### src/rtl/xor_share_arb.sv
// Round-robin arbiter that shares one registered XOR unit between N_REQ requesters.
// Winner is picked in IDLE, computed in CALC, and reported with a one-cycle gnt/y_valid pulse.
module xor_share_arb #(
    parameter int N_REQ = 4,
    parameter int WIDTH = 8,
    parameter int IDW   = 2
) (
    input  logic                   clk,
    input  logic                   rst_n,
    input  logic [N_REQ-1:0]       req,
    input  logic [N_REQ*WIDTH-1:0] a_bus,
    input  logic [N_REQ*WIDTH-1:0] b_bus,
    output logic [N_REQ-1:0]       gnt,
    output logic [WIDTH-1:0]       y,
    output logic                   y_valid,
    output logic [IDW-1:0]         y_id,
    output logic                   busy
);

    typedef enum logic [1:0] {IDLE, CALC, RESP} state_t;

    state_t state, state_nxt;

    logic [N_REQ-1:0][WIDTH-1:0] a_arr, b_arr;
    logic [WIDTH-1:0]            a_lat, b_lat;
    logic [IDW-1:0]              last_winner, win_id, rr_id;
    logic                        rr_found;
    logic [IDW:0]                idx;

    assign a_arr = a_bus;
    assign b_arr = b_bus;
    assign busy  = (state == CALC) || (state == RESP);

    // Scan starts one past the last winner and wraps, so the last winner ends up lowest priority.
    always_comb begin
        rr_found = 1'b0;
        rr_id    = '0;
        idx      = '0;
        for (int off = 1; off <= N_REQ; off++) begin
            idx = {1'b0, last_winner} + (IDW+1)'(off);
            if (idx >= (IDW+1)'(N_REQ))
                idx = idx - (IDW+1)'(N_REQ);
            if (!rr_found && req[idx[IDW-1:0]]) begin
                rr_found = 1'b1;
                rr_id    = idx[IDW-1:0];
            end
        end
    end

    always_ff @(posedge clk) begin
        if (!rst_n) state <= IDLE;
        else        state <= state_nxt;
    end

    always_comb begin
        state_nxt = state;
        case (state)
            IDLE:    if (rr_found) state_nxt = CALC;
            CALC:    state_nxt = RESP;
            RESP:    state_nxt = IDLE;
            default: state_nxt = IDLE;
        endcase
    end

    // Result pulse is registered on the RESP edge, so gnt/y_valid appear one cycle after RESP.
    always_ff @(posedge clk) begin
        if (!rst_n) begin
            gnt         <= '0;
            y           <= '0;
            y_valid     <= 1'b0;
            y_id        <= '0;
            a_lat       <= '0;
            b_lat       <= '0;
            win_id      <= '0;
            last_winner <= IDW'(N_REQ - 1);
        end else begin
            gnt     <= '0;
            y_valid <= 1'b0;
            case (state)
                IDLE: begin
                    if (rr_found) begin
                        a_lat  <= a_arr[rr_id];
                        b_lat  <= b_arr[rr_id];
                        win_id <= rr_id;
                    end
                end
                CALC: y <= a_lat ^ b_lat;
                RESP: begin
                    y_valid     <= 1'b1;
                    gnt         <= N_REQ'(1) << win_id;
                    y_id        <= win_id;
                    last_winner <= win_id;
                end
                default: ;
            endcase
        end
    end

endmodule
### config.mk
export PLATFORM = sky130hd
export DESIGN_NAME = xor_share_arb
export DESIGN_NICKNAME = d
export VERILOG_FILES = /design/src/rtl/xor_share_arb.sv
export SDC_FILE = /design/constraint.sdc
export NUM_CORES = 1
export LEC_CHECK = 0
export ABC_CLOCK_PERIOD_IN_PS = 1600
export CORE_ASPECT_RATIO = 0.75
export CORE_MARGIN = 2
export CORE_UTILIZATION = 40
export CTS_BUF_LIST = sky130_fd_sc_hd__clkbuf_4 sky130_fd_sc_hd__clkbuf_8
export DETAILED_ROUTE_END_ITERATION = 10
export PLACE_DENSITY = 0.79
export SLEW_MARGIN = 10
export SYNTH_ARGS = -nofsm -noshare
export SYNTH_HDL_FRONTEND = slang
export SYNTH_SLANG_ARGS = --single-unit
### constraint.sdc
create_clock -name clk -period 1.6 [get_ports clk]
set_input_delay 0.32 -clock clk [delete_from_list [all_inputs] [get_ports clk]]
set_output_delay 0.32 -clock clk [all_outputs]
set_load 0.01 [all_outputs]
==> impl_results.rst <==
.. list-table::
   :header-rows: 1

   * - Metric
     - Value
   * - Final worst-path cycle share
     - 104%
   * - Synthesis Warnings
     - 0
   * - Transition time at the pin with the least slew margin
     - 396 ps
   * - Area of the mapped netlist
     - 2040 um2
   * - Fillers
     - 383
   * - Dominant synthesized flop cell
     - sky130_fd_sc_hd__dfxtp_1
   * - Post-cts hold buffer count
     - 0
   * - Met2 routed WL
     - 2690 um
   * - RSZ-0062 raised after global routing
     - true
   * - Port-buffer cells
     - 85
   * - Detailed placer's ending HPWL
     - 4350 um
   * - Minimum clock period after layout
     - 1660 ps
   * - Starting DRT DRC Count
     - 81
   * - CTS Buf Count
     - 5
   * - Number of cells on the worst reg-to-reg path
     - 5
   * - Clock root buffer
     - sky130_fd_sc_hd__clkbuf_8
   * - Final hold viol count
     - 0
   * - WS Path Type
     - flop to flop
   * - CP Launch Type
     - flop
   * - Switching power
     - 821 uW
   * - Placed cell count
     - 364
   * - Cell area reported after detailed placement
     - 3090 um2
   * - Starting density of the core
     - 41.6%
   * - Max Freq
     - 603 MHz
   * - Start point of the critical path
     - last_winner[0]
   * - Peak supply drop
     - 0.406 mV
   * - Pin count of the biggest net entering global routing
     - 22
   * - Clock slew at reported path FFs
     - 80 ps
   * - Floorplan row count
     - 22
   * - Proportion of synthesized chip area in sequential cells
     - 36.3%
   * - Most common cell after layout, fill and taps aside
     - sky130_fd_sc_hd__clkdlybuf4s50_1
   * - Top-level I/O count
     - 86
   * - Netlist cell types
     - 40
   * - Slack of the critical path
     - -58.4 ps
   * - Clock sink count
     - 37
   * - Share of cells above drive strength 1
     - 24.4%
   * - Count of maximum capacitance violations
     - 0
   * - Commonest cells after routing, fill and taps aside
     - sky130_fd_sc_hd__clkdlybuf4s50_1 (80), sky130_fd_sc_hd__dfxtp_1 (33), sky130_fd_sc_hd__buf_4 (19), sky130_fd_sc_hd__nor2_1 (13), sky130_fd_sc_hd__a211oi_1 (12)
   * - Routability Congestion
     - 0.855
   * - Synth Register Bits
     - 37
   * - Data required time at the worst endpoint
     - 1780 ps
   * - Combined area of the multi-input logic cells
     - 1350 um2
   * - Post-Route M1 WL
     - 2820 um
   * - Wire per inst
     - 15.5 um
   * - Failing checks
     - negative setup slack
   * - Post-synth top area share
     - 36.3%
   * - Ratio of total power to cell area
     - 865 nW/um2
   * - Floorplan die height
     - 65.8 um
   * - Cell count after synthesis
     - 214
   * - Number of H-tree levels
     - 2
   * - Later-pin clock latency in the skew report
     - 290 ps
   * - Maximum clock insertion buffer count
     - 2
   * - Initial antenna violation count
     - 0
   * - Cell internal power dissipation
     - 2.08 mW
   * - Slew HR
     - 73.5%
   * - Async set-reset flop share out of synthesis
     - 0%
   * - Met3 wire len
     - 264 um
   * - Net count after synthesis
     - 288
   * - Fraction of power consumed by sequential logic
     - 38.2%
   * - Worst-case register-to-register setup slack
     - -60 ps
   * - WL final
     - 5830 um
   * - DRC viols
     - 0
   * - Routed via count
     - 1994
   * - Core region area
     - 4900 um2
   * - Total inserted antenna cells
     - 0
   * - Most area-consuming cells after synthesis
     - sky130_fd_sc_hd__dfxtp_1 (36%), sky130_fd_sc_hd__mux2i_1 (5.9%), sky130_fd_sc_hd__a211oi_1 (5.5%), sky130_fd_sc_hd__a211oi_2 (4.9%), sky130_fd_sc_hd__and4_1 (4.3%)
   * - Switching part of the total power
     - 28.3%
   * - Final std cells w/o fill
     - 375
   * - Clock tree from TritonCTS
     - done
   * - First-pass GRT wire length
     - 9490 um
   * - Critical Path End
     - b_lat[1]
   * - Tightest Hold Check Type
     - flop to flop
   * - Launch point of the worst reg-to-reg path
     - last_winner[0]
   * - Post-Layout Inst Area
     - 3350 um2
   * - Status
     - finished, violations left
   * - Clock network power share
     - 29.4%
   * - Reg2Reg Capture Point
     - b_lat[1]
   * - Synthesis-to-layout area growth
     - 64.4%
   * - Number of setup violations in the final report
     - 4
   * - Uppermost routed layer
     - met4
   * - Global-route usage over all layers
     - 21.4%
   * - Antenna violation net count after detailed routing
     - 0
   * - Pins over their slew limit
     - 0
   * - Area leader, netlist
     - sky130_fd_sc_hd__dfxtp_1
   * - Per-instance average area after synthesis
     - 9.53 um2
   * - Global route overflow
     - 0
   * - Logic gate share of total power
     - 32.4%
   * - Number of synthesized flops with an enable pin
     - 0
   * - Critical Path AT
     - 1830 ps
   * - Crit path capture type
     - flop
   * - Ratio of routed vias to standard cells
     - 5.32
   * - Die area
     - 5690 um2
   * - Pre-Repair DR Iteration Count
     - 4
   * - Largest fanout on the critical path
     - 7
   * - Reg area
     - 746 um2
   * - Number of global-route vias before repair
     - 1976
   * - Die X
     - 86.5 um
   * - Static Leakage
     - 1.31 nW
   * - Min-delay src
     - y_id[0]
   * - Layout Nets
     - 388
   * - Clock skew after layout
     - 5.66 ps
[power groups by stage]
stage | Sequential, mW | Clock [mW] | Combinational (mW)
final | 1.11 | 0.852 | 0.940
after global routing | 1.12 | 0.906 | 1.02
after CTS | 1.10 | 0.856 | 0.932
after detailed placement | 1.12 | 0 | 0.864
after global placement | 1.12 | 0 | 0.848
after floorplan | 1.12 | 0 | 0.481
[what timing repair did]
action                     in CTS  in global routing
pin swaps                       6                  0
cloned                          1                  0
gates resized for setup        43                  5
buffers inserted                1                  1
setup endpoints to repair      19                 17
[sequential cells by signal, summed over array words and instances (netlist names)]
register     flops
b_lat            8
win_id           2
y_id             2
gnt              4
y_valid          1
last_winner      2
a_lat            8
y                8
state            2
[cell usage after synthesis, types with 2 or more instances]
cell                       number
sky130_fd_sc_hd__inv_1          6
sky130_fd_sc_hd__buf_6          2
sky130_fd_sc_hd__nand2b_1       7
sky130_fd_sc_hd__mux2_1         4
sky130_fd_sc_hd__a221o_1        5
sky130_fd_sc_hd__clkbuf_1      10
sky130_fd_sc_hd__mux2_2         4
sky130_fd_sc_hd__nor3b_1        3
sky130_fd_sc_hd__dfxtp_1       37
sky130_fd_sc_hd__nand2_1        8
sky130_fd_sc_hd__nand3b_1       2
sky130_fd_sc_hd__xnor2_1        8
sky130_fd_sc_hd__a211oi_1      15
sky130_fd_sc_hd__o221ai_1       3
sky130_fd_sc_hd__o21ai_0        8
sky130_fd_sc_hd__o21ai_1        4
sky130_fd_sc_hd__a21oi_1        5
sky130_fd_sc_hd__mux2i_1       12
sky130_fd_sc_hd__mux2_4         2
sky130_fd_sc_hd__nor2_1        13
sky130_fd_sc_hd__ha_1           4
sky130_fd_sc_hd__nor3_1         4
sky130_fd_sc_hd__and3_1         6
sky130_fd_sc_hd__a211oi_2       8
sky130_fd_sc_hd__nand3_1        7
sky130_fd_sc_hd__and4_1        10
sky130_fd_sc_hd__a31oi_1        3
sky130_fd_sc_hd__buf_2          2
[kinds of logic after synthesis]
logic type,Yosys count,synth area share [%]
mux,22,11.8
xor+xnor,8,3.44
simple gates,67,19.4
compound gates,54,21.5
buf+inv,22,5.09
flops,37,36.3
fa+ha+maj,4,2.45
[worst min-delay path by stage]
stage	end	slack (ps)	depth (start not counted)
global route	y_id[0]	500	2
finish	y_id[0]	480	2
global placement	y_id[1]	460	2
CTS	y_id[0]	480	2
floorplan	state[1]	460	2
detailed placement	y_id[1]	470	2
[metal layers]
layer,track usage (%),up-vias
met4,5.47,0
li1,-,996
met3,4.00,6
met5,0,-
met1,29.5,929
met2,34.4,63
[area by class of cell]
type	count	share of cell area, %
Clock inverter	2	1.12
Inverter	7	0.784
Timing Repair Buffer	107	30.9
Clock buffer	6	2.46
Sequential cell	37	22.2
Tap cell	60	2.24
Multi-Input combinational cell	156	40.3
[stage by stage]
stage	setup slack [ps]	total power [mW]	hold slack [ps]	util, %	TNS, ps
3_5_place_dp	-666	1.99	473	63.0	-10520
5_1_grt	-97.9	3.04	501	68.4	-990
4_1_cts	-53.2	2.89	483	68.2	-108
3_3_place_gp	-611	1.97	465	63.0	-9600
2_1_floorplan	-25.5	1.60	460	-	-121
6_report	-58.4	2.90	478	68.4	-113
[critical path: stages, from the launching register on]
cell                       delay (ps)
sky130_fd_sc_hd__dfxtp_2          350
sky130_fd_sc_hd__nand2b_4         140
sky130_fd_sc_hd__a21o_4           240
sky130_fd_sc_hd__nand3_4          160
sky130_fd_sc_hd__mux2_4           320
sky130_fd_sc_hd__a221o_1          330
Note: power is estimated with default switching activity, not from simulation.
==> patch: new RTL, config.mk and constraints unchanged <==
Reset style: asynchronous (`rst_n`), changed in 2 clocked blocks.
--- a/src/rtl/xor_share_arb.sv
+++ b/src/rtl/xor_share_arb.sv
@@ -48,5 +48,5 @@
     end
 
-    always_ff @(posedge clk) begin
+    always_ff @(posedge clk or negedge rst_n) begin
         if (!rst_n) state <= IDLE;
         else        state <= state_nxt;
@@ -64,5 +64,5 @@
 
     // Result pulse is registered on the RESP edge, so gnt/y_valid appear one cycle after RESP.
-    always_ff @(posedge clk) begin
+    always_ff @(posedge clk or negedge rst_n) begin
         if (!rst_n) begin
             gnt         <= '0;
Function: differs if rst_n is asserted again (counterexample within 4 cycles, from zero or initial values and one cycle with rst_n low); with rst_n held inactive, the same outputs for 10 cycles.
==> patch against the original RTL <==
Core utilization rose by 0.32 points; non-clock buffer count fell by 2; cell count fell by 9.3%; final area fell by 6.8%; wire length fell by 10%; sequential cell count did not move; the flow still finishes with violations (negative setup slack); area after synthesis fell by 5.6%; count of clock-buffer cells in the layout did not move; worst setup slack got worse by 0.20 ns; critical endpoint is now a_lat[6]$_DFFE_PN0P_; die area fell by 5.3%; hold slack got worse by 0.42 ns; maximum frequency fell by 11%.
Power is not compared: it rests on default switching activity, and its combinational part moved more than twofold at a synthesized area within 25%.
==> patch: results (changes against the original RTL) <==
- DPL Wire Length: 3.70 mm (-15%)
- CP arrival: 2.02 ns (+0.19 ns)
- Metal-1 WL: 2.28 mm (-19%)
- Status: finished, violations left
- Worst-path clk slew: 0.08 ns (about the same)
- Layout fillers: 362 (-5.5%)
- Int Pwr: 3.31 mW
- GRT Util Overall: 20.1% (-1.3 points)
- Wire per inst: 15.4 um (-1.0%)
- Vias in the first global route: 1748 (-12%)
- Ratio of cells with drive above 1 in the final layout: 15.5% (-8.9 points)
- Routability cong.: 0.819 (-4.3%)
- Post-synth ARST share: 100% (+100 points)
- Total Wirelength: 5.23 mm (-10%)
- CP top delay family: buffers and inverters
- Met2 Routed Length: 2.58 mm (-3.8%)
- Failing checks: negative setup slack
- Placed Cells: 327 (-10%)
- Unique masters post-synth: 28 (-30%)
- Ranking of synthesized cells by area: dfrtp_1 46%, mux2i_1 17%, o221ai_1 7.3%, nand2_1 4.5%, xnor2_1 3.6%
- Setup tns final: -3.49 ns (-3.38 ns)
- Largest net degree at the start of global routing: 38 (+73%)
- Setup WS post-layout: -0.258 ns (-0.200 ns)
- Routed wl met3: 305 um (+16%)
- Clock Skew: 0.00191 ns (-0.00375 ns)
- Post-synth top cells: 35 x dfrtp_1, 32 x mux2i_1, 23 x nand2_1
- Min-Delay Path Class: primary input to asynchronous set/reset pin
- Post-Syn Instances: 180 (-16%)
- Crit path largest cell delay: 0.46 ns (+0.11 ns)
- Final setup viols: 16 (+12)
- Iter 0 DRT Violations: 87 (+7.4%)
- Max FO, Critical Path: 10 (+3)
- Critical path's slowest cell: clkdlybuf4s50_1
- Post-place setup slack: -0.513 ns (+0.153 ns)
## patch: worst paths after layout
kind / depth (start not counted) / from / end / slack, ns
worst max register to register: 7 / last_winner[0]$_DFFE_PN1P_ / a_lat[6]$_DFFE_PN0P_ / -0.25
worst min register to register: 1 / win_id[1]$_DFFE_PN0P_ / gnt[0]$_DFF_PN0_ / 0.49
max in group asynchronous: 2 / rst_n / last_winner[1]$_DFFE_PN1P_ / 1.18
worst max-delay path: 9 / req[3] / a_lat[6]$_DFFE_PN0P_ / -0.26
worst min-delay path: 2 / rst_n / b_lat[3]$_DFFE_PN0P_ / 0.06
min in group clk: 1 / win_id[1]$_DFFE_PN0P_ / gnt[0]$_DFF_PN0_ / 0.49
## patch: stage by stage
| stage | utilization (%) | cell area (sq um) |
|---|---|---|
| 2_1_floorplan | - | 1920 |
| 3_3_place_gp | 63.9 | 2900 |
| 3_5_place_dp | 63.9 | 2900 |
| 4_1_cts | 68.2 | 3100 |
| 5_1_grt | 68.7 | 3120 |
| 6_report | 68.7 | 3120 |
## patch: area by class of cell
class | count | share of cell area (%)
Clock inverter | 2 | 0.441
Multi-Input combinational cell | 124 | 30.0
Sequential cell | 37 | 29.7
Timing Repair Buffer | 105 | 33.9
Tap cell | 57 | 2.28
Clock buffer | 6 | 2.64
Inverter | 9 | 1.08
## patch: power groups by stage
stage	clock network, mW	registers, mW	logic, mW
after floorplan	0	1.72	1.52
after global placement	0	1.67	2.55
after detailed placement	0	1.69	2.61
after CTS	0.697	1.68	2.88
after global routing	0.742	1.74	3.18
final	0.689	1.68	2.91
## patch: timing repair
item / CTS / global route
hold buffers: 0 / 0
pin swaps: 5 / 5
endpoints found under the setup margin: 17 / 19
cloned: 2 / 0
buffers inserted: 3 / 0
resized for setup: 11 / 9
## patch: routing by layer
layer  vias up  global-route usage [%]
li1        847                       -
met1       821                    26.8
met2        69                    33.5
met3         4                    3.62
met4         0                    6.05
met5         -                       0
## patch: cells by family after synthesis
kind of cell | after synthesis | share of synthesized area [%]
AOI/OAI and AO/OA | 39 | 14.7
and+or+nand+nor | 41 | 9.10
adders and majority gates | 4 | 2.60
DFF | 37 | 48.2
buffers and inverters | 19 | 5.07
xor gates and xnor gates | 8 | 3.64
muxes | 32 | 16.6
